===== src/rtl/hilo_mult_ctrl_pkg.sv =====
// Shared CPU definitions: R-type funct codes for the Hi/Lo unit and the
// multiplier FSM state encoding. Decode and writeback-select logic import
// the same constants so every stage agrees on them.
package hilo_mult_ctrl_pkg;

    localparam logic [5:0] FUNCT_MULTU = 6'b011001;
    localparam logic [5:0] FUNCT_MFHI  = 6'b010000;
    localparam logic [5:0] FUNCT_MFLO  = 6'b010010;

    typedef enum logic [1:0] {
        ST_IDLE = 2'b00,
        ST_MUL  = 2'b01,
        ST_DONE = 2'b10
    } mult_state_e;

    // True for any instruction that touches Hi/Lo and therefore has to wait
    // for an in-flight multiplication.
    function automatic logic is_hilo_funct(input logic [5:0] f);
        return (f == FUNCT_MULTU) || (f == FUNCT_MFHI) || (f == FUNCT_MFLO);
    endfunction

endpackage


===== src/rtl/hilo_shift_add.sv =====
// Shift-add datapath for the unsigned multiplier: holds the multiplicand,
// the multiplier (shifted right once per step) and the 2*WIDTH partial
// product. The add carry is shifted straight into the product MSB, so the
// carry lives in the partial-product register between steps.
module hilo_shift_add #(
    parameter int WIDTH = 32
) (
    input  logic                 clk,
    input  logic                 rst,
    input  logic                 load,
    input  logic                 step,
    input  logic [WIDTH-1:0]     mcand_in,
    input  logic [WIDTH-1:0]     mplier_in,
    output logic [2*WIDTH-1:0]   prod_next
);

    logic [WIDTH-1:0]   mcand_q,  mcand_d;
    logic [WIDTH-1:0]   mplier_q, mplier_d;
    logic [2*WIDTH-1:0] prod_q,   prod_d;
    logic [WIDTH:0]     sum;

    // One shift-add step: conditional add into the upper half, then shift
    // {carry, product} right by one.
    always_comb begin
        sum       = {1'b0, prod_q[2*WIDTH-1:WIDTH]}
                  + (mplier_q[0] ? {1'b0, mcand_q} : {(WIDTH+1){1'b0}});
        prod_next = {sum, prod_q[WIDTH-1:1]};
    end

    // Next-state for the datapath registers: load clears, step advances.
    always_comb begin
        // NOTE: every output gets a default first so no path leaves it unassigned and infers a latch.
        mcand_d  = mcand_q;
        mplier_d = mplier_q;
        prod_d   = prod_q;
        if (load) begin
            mcand_d  = mcand_in;
            mplier_d = mplier_in;
            prod_d   = '0;
        end else if (step) begin
            mplier_d = mplier_q >> 1;
            prod_d   = prod_next;
        end
    end

    // Datapath register bank.
    always_ff @(posedge clk or posedge rst) begin
        // NOTE: these are plain flops, not RAM, so they can and do take the reset; a partial product never survives a reset.
        if (rst) begin
            mcand_q  <= '0;
            mplier_q <= '0;
            prod_q   <= '0;
        end else begin
            // NOTE: non-blocking assignments so every flop samples pre-edge values regardless of statement order.
            mcand_q  <= mcand_d;
            mplier_q <= mplier_d;
            prod_q   <= prod_d;
        end
    end

endmodule


===== src/rtl/hilo_mult_ctrl.sv =====
// Hi/Lo multiply controller: accepts MULTU from EX, runs a WIDTH-cycle
// shift-add multiplication, commits the product to Hi/Lo on the last step
// and stalls any Hi/Lo instruction issued while the multiply is in flight.
module hilo_mult_ctrl
    import hilo_mult_ctrl_pkg::*;
#(
    parameter int WIDTH = 32
) (
    input  logic             clk,
    input  logic             rst,
    input  logic             issue_valid,
    input  logic [5:0]       funct,
    input  logic [WIDTH-1:0] rs_data,
    input  logic [WIDTH-1:0] rt_data,
    output logic             stall,
    output logic             busy,
    output logic             done,
    output logic [WIDTH-1:0] hi_out,
    output logic [WIDTH-1:0] lo_out
);

    localparam int CNT_W = (WIDTH > 1) ? $clog2(WIDTH) : 1;
    // The counter exits MUL at WIDTH-1, so it never needs to hold WIDTH.
    localparam logic [CNT_W-1:0] CNT_LAST = CNT_W'(WIDTH - 1);

    mult_state_e        state_q, state_d;
    logic [CNT_W-1:0]   cnt_q,   cnt_d;
    logic [WIDTH-1:0]   hi_q,    hi_d;
    logic [WIDTH-1:0]   lo_q,    lo_d;
    logic               dp_load;
    logic               dp_step;
    logic [2*WIDTH-1:0] prod_next;

    hilo_shift_add #(
        .WIDTH (WIDTH)
    ) u_shift_add (
        .clk       (clk),
        .rst       (rst),
        .load      (dp_load),
        .step      (dp_step),
        .mcand_in  (rs_data),
        .mplier_in (rt_data),
        .prod_next (prod_next)
    );

    // FSM next state, counter, Hi/Lo commit and datapath control.
    always_comb begin
        state_d = state_q;
        cnt_d   = cnt_q;
        hi_d    = hi_q;
        lo_d    = lo_q;
        dp_load = 1'b0;
        dp_step = 1'b0;
        case (state_q)
            ST_IDLE, ST_DONE: begin
                if (issue_valid && (funct == FUNCT_MULTU)) begin
                    state_d = ST_MUL;
                    cnt_d   = '0;
                    dp_load = 1'b1;
                end else begin
                    state_d = ST_IDLE;
                end
            end
            ST_MUL: begin
                dp_step = 1'b1;
                if (cnt_q == CNT_LAST) begin
                    // Last step: the stepped product is the final result.
                    hi_d    = prod_next[2*WIDTH-1:WIDTH];
                    lo_d    = prod_next[WIDTH-1:0];
                    state_d = ST_DONE;
                end else begin
                    cnt_d = cnt_q + CNT_W'(1);
                end
            end
            default: state_d = ST_IDLE;
        endcase
    end

    // State, counter and architectural Hi/Lo registers.
    always_ff @(posedge clk or posedge rst) begin
        if (rst) begin
            state_q <= ST_IDLE;
            cnt_q   <= '0;
            hi_q    <= '0;
            lo_q    <= '0;
        end else begin
            state_q <= state_d;
            cnt_q   <= cnt_d;
            hi_q    <= hi_d;
            lo_q    <= lo_d;
        end
    end

    // Status outputs; stall is combinational so the front end holds in the
    // same cycle a Hi/Lo instruction meets a busy multiplier.
    always_comb begin
        busy   = (state_q == ST_MUL);
        done   = (state_q == ST_DONE);
        stall  = issue_valid && (state_q == ST_MUL) && is_hilo_funct(funct);
        hi_out = hi_q;
        lo_out = lo_q;
    end

endmodule


===== config.mk =====
export PLATFORM = sky130hd
export DESIGN_NAME = hilo_mult_ctrl
export DESIGN_NICKNAME = d
export VERILOG_FILES = /design/src/rtl/hilo_mult_ctrl_pkg.sv /design/src/rtl/hilo_shift_add.sv /design/src/rtl/hilo_mult_ctrl.sv
export SDC_FILE = /design/constraint.sdc
export NUM_CORES = 1
export LEC_CHECK = 0
export BUFFER_PORTS_ARGS = -buffer_cell sky130_fd_sc_hd__buf_2
export CAP_MARGIN = 10
export CORE_ASPECT_RATIO = 1.2
export CORE_UTILIZATION = 52
export DETAILED_ROUTE_END_ITERATION = 10
export PLACE_DENSITY = 0.77
export SLEW_MARGIN = 0
export SYNTH_ARGS = -nofsm -noshare
export SYNTH_HDL_FRONTEND = slang
export SYNTH_SLANG_ARGS = --single-unit
export TNS_END_PERCENT = 30

===== constraint.sdc =====
create_clock -name clk -period 6.34 [get_ports clk]
set_input_delay 1.268 -clock clk [delete_from_list [all_inputs] [get_ports clk]]
set_output_delay 1.268 -clock clk [all_outputs]
set_load 0.02 [all_outputs]

==> results of run 1 <==
[power by group through the flow]
stage | logic (mW) | clock network (mW) | registers (mW)
final | 1.43 | 1.09 | 1.99
after detailed placement | 1.44 | 0 | 2.00
after global placement | 1.39 | 0 | 2.00
after floorplan | 0.832 | 0 | 2.14
after global routing | 1.62 | 1.16 | 2.04
after CTS | 1.44 | 1.11 | 1.99
[per-stage QoR]
stage	utilization [%]	setup slack (ps)
floorplan	-	2510
global placement	58.3	2700
detailed placement	58.3	2620
CTS	61.7	2730
global route	61.7	2490
finish	61.7	2730
[cell usage after synthesis (all sizes together) (2+ instances only)]
master	instances
inv	9
xor2	16
xnor2	13
ha	34
and2	35
a21boi	4
a211oi	2
and3	7
nand2b	4
o211ai	6
a21o	22
buf	14
or3	4
nor2b	5
o21ai	106
nand2	385
a41oi	2
o21a	3
a31o	3
a2111oi	2
mux2i	3
o31ai	2
a22oi	31
a21oi	32
dfrtp	198
nand4	7
clkbuf	51
nor2	21
nand3	24
or2	2
and4	2
a221oi	2
nor3	8
o41ai	2
[path summary, 6_finish.rpt]
kind	startpoint	end	depth (start not counted)
setup / recovery	u_shift_add.mplier_q[0]	u_shift_add.prod_q[59]	11
hold / removal	u_shift_add.mcand_q[29]	u_shift_add.mcand_q[29]	2
setup reg to reg	u_shift_add.mplier_q[0]	u_shift_add.prod_q[59]	11
hold reg to reg	u_shift_add.mcand_q[29]	u_shift_add.mcand_q[29]	2
max in group asynchronous	rst	u_shift_add.mplier_q[18]	3
min in group asynchronous	rst	u_shift_add.prod_q[22]	2
[layer usage]
metal / wire [um] / share of wire, % / track usage, %
met5: 27 / 0.12 / 0
met4: 407 / 1.9 / 9.10
met3: 1070 / 4.9 / 5.76
met2: 10400 / 48 / 40.4
met1: 9750 / 45 / 31.6
[cells by family (layout without fill, tap and decap cells)]
group | count (synthesis) | count (layout) | synth area share (%)
compound gates | 225 | 225 | 14.9
xor+xnor | 29 | 29 | 2.66
flops | 198 | 198 | 51.8
other cells | 0 | 1 | 0
mux | 4 | 4 | 0.432
buf+inv | 75 | 189 | 3.08
simple gates | 508 | 508 | 22.4
fa+ha+maj | 35 | 35 | 4.66
[worst max-delay path, stage by stage, from the launching register on]
cell,delay [ps]
dfrtp_1,750
and2_1,360
ha_1,210
fa_1,420
a21o_1,220
a221o_2,400
a21boi_2,140
a211oi_1,130
o21ai_2,170
a21oi_1,100
or3_1,340
a32o_1,270
[cell type report]
class / count / area [um2] / share of cell area, %
sequential: 198 / 4950 / 45.2
multi-input combinational: 801 / 4330 / 39.5
timing repair buffer: 147 / 756 / 6.89
clock buffer: 17 / 425 / 3.88
tap: 220 / 275 / 2.51
clock inverter: 15 / 183 / 1.67
inverter: 10 / 41.3 / 0.376
antenna: 1 / 2.50 / 0.0228
[flip-flops by register name, indices dropped and copies added (netlist names)]
register              cells
u_shift_add.mplier_q     32
u_shift_add.mcand_q      32
lo_out                   32
hi_out                   32
u_shift_add.prod_q       63
cnt_q                     5
state_q                   2
==> flow_metrics.env, run 1 <==
export IMPL_min_period_ps=3610
export IMPL_regToRegSetupSlack_ps=2730
export IMPL_peakVddDrop_uv=388
export IMPL_max_freq_mhz=277
export IMPL_ys_seq_area_share_pct=51.8
export IMPL_grt_overflow=0
export IMPL_grt_pass1_vias=7586
export IMPL_required_ps=6670
export IMPL_place_area_mm2=0.0104
export IMPL_final_common_cell="nand2_1"
export IMPL_power_density_mw_per_mm2=411
export IMPL_grt_pass1_wl_um=36800
export IMPL_first_pass_iters=5
export IMPL_hold_viol=0
export IMPL_final_nets=1283
export IMPL_combPwrFrac_pct=31.8
export IMPL_power_internal_mw=2.74
export IMPL_routed_wl_um=21700
export IMPL_root_buffer="clkbuf_16"
export IMPL_yosys_register_bits=198
export IMPL_synth_edf_count=0
export IMPL_synth_cell_type_count=56
export IMPL_placed_cells_incl_taps=1376
export IMPL_cts_max_path_buffers=2
export IMPL_synthTopCellsByArea="dfrtp_1 52%, nand2_1 15%, ha_1 4.4%"
export IMPL_ys_flop_type="dfrtp_1"
export IMPL_slew_headroom_pct=24.6
export IMPL_syn_num_nets=1182
export IMPL_fin_skew_ps=13.6
export IMPL_avgRoutedWirePerCell_um=15.4
export IMPL_ys_warnings_count=0
export IMPL_synth_top_area_cell="dfrtp_1"
export IMPL_min_period_over_period_pct=57.0
export IMPL_switching_share_pct=39.3
export IMPL_grt_max_degree=101
export IMPL_synthCells=1074
export IMPL_clockPowerShare_pct=24.1
export IMPL_io_buffers=139
export IMPL_holdWs_ps=471
export IMPL_tns_ps=0
export IMPL_antenna_left=0
export IMPL_fillers=1570
export IMPL_crit_fanout=33
export IMPL_worst_ep_arrival_time_ps=3940
export IMPL_grt_usage_pct=24.5
export IMPL_hold_class="reg2reg"
export IMPL_worstMarginPinSlew_ps=1130
export IMPL_p_leak_nw=5.90
export IMPL_synth_cell_area_mm2=0.00956
export IMPL_hold_buffers=0
export IMPL_final_cells=1409
export IMPL_power_mw=4.51
export IMPL_antenna_found_initial=3
export IMPL_initial_core_util_pct=53.8
export IMPL_die_area_mm2=0.0189
export IMPL_htree_num_levels=4
export IMPL_post_cts_setup_buffers=0
export IMPL_cts_tree="done"
export IMPL_p_switching_mw=1.77
export IMPL_drt_iter0_drc=499
export IMPL_avgSynthCellArea_um2=8.90
export IMPL_seq_power_share_pct=44.1
export IMPL_crit_type="reg2reg"
export IMPL_die_h_um=151
export IMPL_syn_to_final_growth_pct=14.7
export IMPL_path_clk_slew_ps=80
export IMPL_drc=0
export IMPL_status="completed"
export IMPL_cts_num_sinks=198
export IMPL_via_per_inst=5.42
export IMPL_drive_gt1_share_pct=17.0
export IMPL_end_kind="flop"
export IMPL_num_io_pins=140
export IMPL_netlist_area_leader_share_pct=51.8
export IMPL_insertion_delay_ps=450
export IMPL_mostFrequentLayoutCells="384 x nand2_1, 198 x dfrtp_1, 139 x buf_2, 85 x o21ai_0, 35 x and2_1"
export IMPL_design_area_mm2=0.0110
export IMPL_drv_cap=0
export IMPL_async_flop_share_pct=100
export IMPL_dp_hpwl_um=14300
export IMPL_gp_congestion=0.901
export IMPL_die_width_um=126
export IMPL_cp_start_kind="flop"
export IMPL_cts_resized=0
export IMPL_finalSetupViolations=0
export IMPL_slew_viol_final=0
export IMPL_dr_total_vias=7643
export IMPL_rsz0062_at_grt="false"
export IMPL_row_count=53
export IMPL_coreArea_mm2=0.0178
export IMPL_cts_made_buffers=17
Power figures use the tool's default switching activity.
==> run 2: changes to the inputs <==
Clock period 6.34 ns to 3.1 ns, I/O delays scaled along.
==> run 2 against run 1 <==
Against the previous run: first-iteration DRC count up 26%; design area is 3.2% higher; largest power group unchanged; routed wire length is 3.2% higher; clock power is 120% higher; sequential share of layout area down 1.4 points; register-to-register slack lost 2600 ps; maximum frequency grew 20%; combinational power rose by 110%; critical endpoint unchanged; clock-buffer cell count is the same; non-clock buffer count is 17 higher; highest routed layer is now met4; sequential power grew 100%.
==> flow_metrics.env, run 2 (same netlist as run 1, synthesis figures left out) <==
export IMPL_gp_congestion=0.899
export IMPL_grt_pass1_wl_um=38100
export IMPL_cp_slowest_stage_delay_ps=420
export IMPL_power_mw=9.51
export IMPL_routed_wl_um=22400
export IMPL_drive_gt1_share_pct=19.9
export IMPL_syn_to_final_growth_pct=18.3
export IMPL_via_per_inst=5.51
export IMPL_fin_ws_ps=84.3
export IMPL_antenna_found_initial=1
export IMPL_slew_headroom_pct=36.8
export IMPL_min_period_over_period_pct=97.3
export IMPL_final_common_cell="nand2_1"
export IMPL_rsz0062_at_grt="true"
export IMPL_coreArea_mm2=0.0178
export IMPL_row_count=53
export IMPL_fillers=1499
export IMPL_first_pass_iters=5
export IMPL_worst_ep_arrival_time_ps=3350
export IMPL_dp_hpwl_um=15000
export IMPL_grt_pass1_vias=7878
export IMPL_hold_class="in2async"
export IMPL_min_period_ps=3020
export IMPL_insertion_delay_ps=450
export IMPL_largest_register_ffs=63
export IMPL_worstMarginPinSlew_ps=949
export IMPL_final_nets=1300
export IMPL_met2_usage_pct=42.5
export IMPL_cp_start_kind="flop"
export IMPL_drv_cap=0
export IMPL_hold_viol=0
export IMPL_critical_path_cell_chain="and2_4, ha_4, fa_2, a21o_1, a221o_2, a21boi_2, a211oi_1, buf_4, o21ai_4, a21oi_1, or3_1, a32o_1"
export IMPL_cts_num_sinks=198
export IMPL_grtUsageMet3_pct=4.76
export IMPL_die_h_um=151
export IMPL_die_area_mm2=0.0189
export IMPL_required_ps=3440
export IMPL_htree_num_levels=4
export IMPL_slew_viol_final=0
export IMPL_dr_total_vias=7863
export IMPL_slowest_stage="a221o_2"
export IMPL_finalSetupViolations=0
export IMPL_initial_core_util_pct=53.8
export IMPL_dp_slack_ps=-67.5
export IMPL_num_io_pins=140
export IMPL_status="completed"
export IMPL_power_density_mw_per_mm2=840
export IMPL_grt_usage_pct=25.3
export IMPL_cts_tree="done"
export IMPL_max_freq_mhz=332
export IMPL_critical_path_top_delay_family="compound AO/OA/AOI/OAI gates"
export IMPL_top_register="u_shift_add.prod_q"
export IMPL_end_kind="flop"
export IMPL_path_clk_slew_ps=80
export IMPL_utilization_pct=63.7
export IMPL_cts_made_buffers=17
export IMPL_peakVddDrop_uv=499
export IMPL_grt_busiest_layer="met2"
export IMPL_cts_max_path_buffers=2
export IMPL_crit_fanout=4
export IMPL_drt_iter0_drc=628
export IMPL_hold_buffers=0
export IMPL_root_buffer="clkbuf_16"
export IMPL_p_leak_nw=6.02
export IMPL_mostFrequentLayoutCells="384 x nand2_1, 198 x dfrtp_1, 139 x buf_2, 84 x o21ai_0, 33 x and2_1"
export IMPL_grt_max_degree=94
export IMPL_grtUsageMet1_pct=32.5
export IMPL_antenna_left=0
export IMPL_avgRoutedWirePerCell_um=15.7
export IMPL_grt_overflow=0
export IMPL_io_buffers=139
export IMPL_crit_type="reg2reg"
export IMPL_die_width_um=126
export IMPL_worst_path_buf_inv=1
export IMPL_drc=0
export IMPL_fin_skew_ps=13.4
[run 2: cell types whose count changed in the layout (fill, tap and decap cells not counted), moves of 3 or more]
cell | before | now
a21oi_2 | 3 | 8
buf_4 | 8 | 21
ha_2 | 0 | 6
inv_12 | 1 | 6
a21oi_1 | 29 | 24
ha_1 | 34 | 27
inv_8 | 4 | 1
[run 2: final timing paths]
kind | startpoint | to | slack, ps | cells past startpoint
setup / recovery | u_shift_add.mplier_q[0] | u_shift_add.prod_q[59] | 80 | 12
hold / removal | rst | u_shift_add.mcand_q[22] | 190 | 2
setup reg to reg | u_shift_add.mplier_q[0] | u_shift_add.prod_q[59] | 80 | 12
hold reg to reg | hi_out[14] | hi_out[14] | 470 | 2
max in group asynchronous | rst | u_shift_add.prod_q[37] | 2070 | 3
min in group clk | rs_data[12] | u_shift_add.mcand_q[12] | 360 | 3
[run 2: power breakdown]
group          switching [mW]  leakage, nW  total [mW]  internal, mW
clock network            1.22        0.312        2.36          1.15
registers               0.589         2.66        4.07          3.48
logic                    1.97         3.05        3.07          1.10
[run 2: metrics by stage]
stage | cell area (um2) | hold WS (ps) | instances | TNS, ps
3_5_place_dp | 10500 | 457 | 1391 | -120
4_1_cts | 11200 | 191 | 1423 | -1.11
6_report | 11300 | 194 | 1426 | 0
2_1_floorplan | 9560 | 437 | 1074 | -15910
5_1_grt | 11300 | 221 | 1425 | -153
3_3_place_gp | 10500 | 452 | 1391 | 0
[run 2: per-layer routing]
metal / part of all wire (%) / up-vias
li1: - / 3845
met1: 44 / 3797
met2: 49 / 187
met3: 4.5 / 34
met4: 2.2 / 0
met5: 0 / -
[run 2: worst reg2reg max path, stage by stage, from the launching register on]
cell and delay [ps]:
dfrtp_1 400, and2_4 170, ha_4 160, fa_2 370
a21o_1 190, a221o_2 420, a21boi_2 150, a211oi_1 80
buf_4 160, o21ai_4 130, a21oi_1 90, or3_1 340
a32o_1 260
[run 2: repair_timing]
| action | 4_1_cts | 5_1_grt |
|---|---|---|
| pin swaps | 0 | 9 |
| endpoints found under the setup margin | 3 | 22 |
| gates resized for setup | 2 | 27 |
| setup buffers | 0 | 1 |
[run 2: cell type report]
cell class                      instances  area (um2)  share of cell area (%)
Tap cell                              220         275                    2.43
Sequential cell                       198        4950                    43.8
Multi-Input combinational cell        801        4460                    39.4
Timing Repair Buffer                  164         932                    8.24
Clock buffer                           17         425                    3.76
Antenna cell                            1        2.50                  0.0221
Inverter                               10        41.3                   0.365
Clock inverter                         15         228                    2.01
==> run 3: changes to the inputs <==
Settings changed: REMOVE_ABC_BUFFERS set to 1.
==> run 3 against run 2 <==
Against the previous run: setup slack got worse by 29 ps; clock power barely moved; clock skew rose by 1.8 ps; die area did not move; cell count barely moved; worst hold slack improved by 90 ps; critical endpoint unchanged; largest power group unchanged.
==> flow_metrics.env, run 3 (same netlist as run 1, synthesis figures left out) <==
export IMPL_placed_cells_incl_taps=1388
export IMPL_power_density_mw_per_mm2=846
export IMPL_slowest_stage="dfrtp_1"
export IMPL_drc=0
export IMPL_row_count=53
export IMPL_worstMarginPinSlew_ps=1130
export IMPL_grt_usage_pct=24.8
export IMPL_rsz0062_at_grt="true"
export IMPL_drv_cap=0
export IMPL_hold_viol=0
export IMPL_max_freq_mhz=328
export IMPL_htree_num_levels=4
export IMPL_path_clk_slew_ps=90
export IMPL_mostFrequentLayoutCells="384 x nand2_1, 198 x dfrtp_1, 139 x buf_2, 85 x o21ai_0, 34 x and2_1"
export IMPL_min_period_over_period_pct=98.2
export IMPL_die_width_um=126
export IMPL_hold_buffers=0
export IMPL_grt_pass1_wl_um=37200
export IMPL_antenna_cells=0
export IMPL_fin_ws_ps=55.1
export IMPL_r2r_cells=11
export IMPL_cts_tree="done"
export IMPL_insertion_delay_ps=440
export IMPL_crit_fanout=5
export IMPL_io_buffers=139
export IMPL_final_common_cell="nand2_1"
export IMPL_critical_path_cell_chain="and2_4, ha_4, fa_2, a21o_1, a221o_2, a21boi_2, a211oi_2, o21ai_2, a21oi_2, or3_4, a32o_1"
export IMPL_design_area_mm2=0.0113
export IMPL_cts_max_path_buffers=2
export IMPL_final_nets=1300
export IMPL_gp_congestion=0.916
export IMPL_required_ps=3430
export IMPL_drt_iter0_drc=444
export IMPL_grt_overflow=0
export IMPL_place_area_mm2=0.0105
export IMPL_end_kind="flop"
export IMPL_initial_core_util_pct=53.8
export IMPL_fin_skew_ps=15.2
export IMPL_largest_register_ffs=63
export IMPL_cts_made_buffers=17
export IMPL_drive_gt1_share_pct=19.8
export IMPL_tns_ps=0
export IMPL_top_register="u_shift_add.prod_q"
export IMPL_p_leak_nw=6.01
export IMPL_final_cells=1425
export IMPL_die_h_um=151
export IMPL_routed_wl_um=22600
export IMPL_worst_ep_arrival_time_ps=3370
export IMPL_die_area_mm2=0.0189
export IMPL_worst_path_buf_inv=0
export IMPL_antenna_left=0
export IMPL_dp_hpwl_um=14800
export IMPL_cp_slowest_stage_delay_ps=430
export IMPL_dr_total_vias=7865
export IMPL_via_per_inst=5.52
export IMPL_antenna_found_initial=1
export IMPL_num_io_pins=140
export IMPL_hold_class="in2async"
export IMPL_rr_endpoint="u_shift_add.prod_q[59]"
export IMPL_cts_num_sinks=198
export IMPL_finalSetupViolations=0
export IMPL_crit_type="reg2reg"
export IMPL_coreArea_mm2=0.0178
export IMPL_avgRoutedWirePerCell_um=15.8
export IMPL_critical_path_top_delay_family="compound AO/OA/AOI/OAI gates"
export IMPL_rr_startpoint="u_shift_add.mplier_q[0]"
export IMPL_status="completed"
export IMPL_dp_slack_ps=24.3
export IMPL_cp_start_kind="flop"
export IMPL_peakVddDrop_uv=495
export IMPL_min_period_ps=3040
export IMPL_grt_max_degree=100
export IMPL_fillers=1509
export IMPL_slew_viol_final=0
export IMPL_syn_to_final_growth_pct=18.0
export IMPL_slew_headroom_pct=25.0
export IMPL_first_pass_iters=5
export IMPL_grt_pass1_vias=7555
export IMPL_root_buffer="clkbuf_16"
export IMPL_regToRegSetupSlack_ps=60
==> run 3: layer usage <==
layer / track usage (%) / routed length, um / vias to the layer above
li1: - / - / 3834
met1: 31.8 / 9960 / 3815
met2: 41.9 / 11200 / 185
met3: 5.79 / 1050 / 29
met4: 7.35 / 342 / 2
met5: 0 / 11 / -
==> run 3: area by class of cell <==
| type | instances | area [um2] | share of cell area, % |
|---|---|---|---|
| clock inverters | 15 | 213 | 1.89 |
| repair buffers | 164 | 925 | 8.20 |
| multi-input cells | 801 | 4440 | 39.4 |
| well taps | 220 | 275 | 2.44 |
| inverters | 10 | 45.0 | 0.399 |
| flip-flops and latches | 198 | 4950 | 43.9 |
| clock buffers | 17 | 425 | 3.77 |
==> run 3: where the power goes <==
group          leakage [nW]  total, mW  internal (mW)  switching (mW)
logic                  3.05       3.11           1.12            1.99
clock network         0.312       2.37           1.20            1.17
registers              2.66       4.07           3.48           0.585
==> run 3: how the worst max path moves through the flow <==
stage	startpoint	end	slack (ps)	cells after the start
after CTS	u_shift_add.mplier_q[0]	hi_out[29]	3	11
after detailed placement	u_shift_add.mplier_q[0]	hi_out[29]	20	11
final	u_shift_add.mplier_q[0]	u_shift_add.prod_q[59]	60	11
after global placement	u_shift_add.mplier_q[0]	hi_out[26]	80	11
after global routing	u_shift_add.mplier_q[0]	hi_out[28]	-70	12
after floorplan	funct[5]	u_shift_add.prod_q[62]	-5440	5
==> run 3: through the flow <==
stage	hold slack (ps)	utilization, %	power (mW)
2_1_floorplan	437	-	6.02
3_3_place_gp	450	59.1	7.04
3_5_place_dp	455	59.1	7.15
4_1_cts	308	62.7	9.55
5_1_grt	344	63.5	10.2
6_report	284	63.5	9.55
==> run 3: repair_timing <==
action,in CTS,in global routing
endpoints found under the setup margin,0,21
setup buffers,0,5
resized for setup,0,21
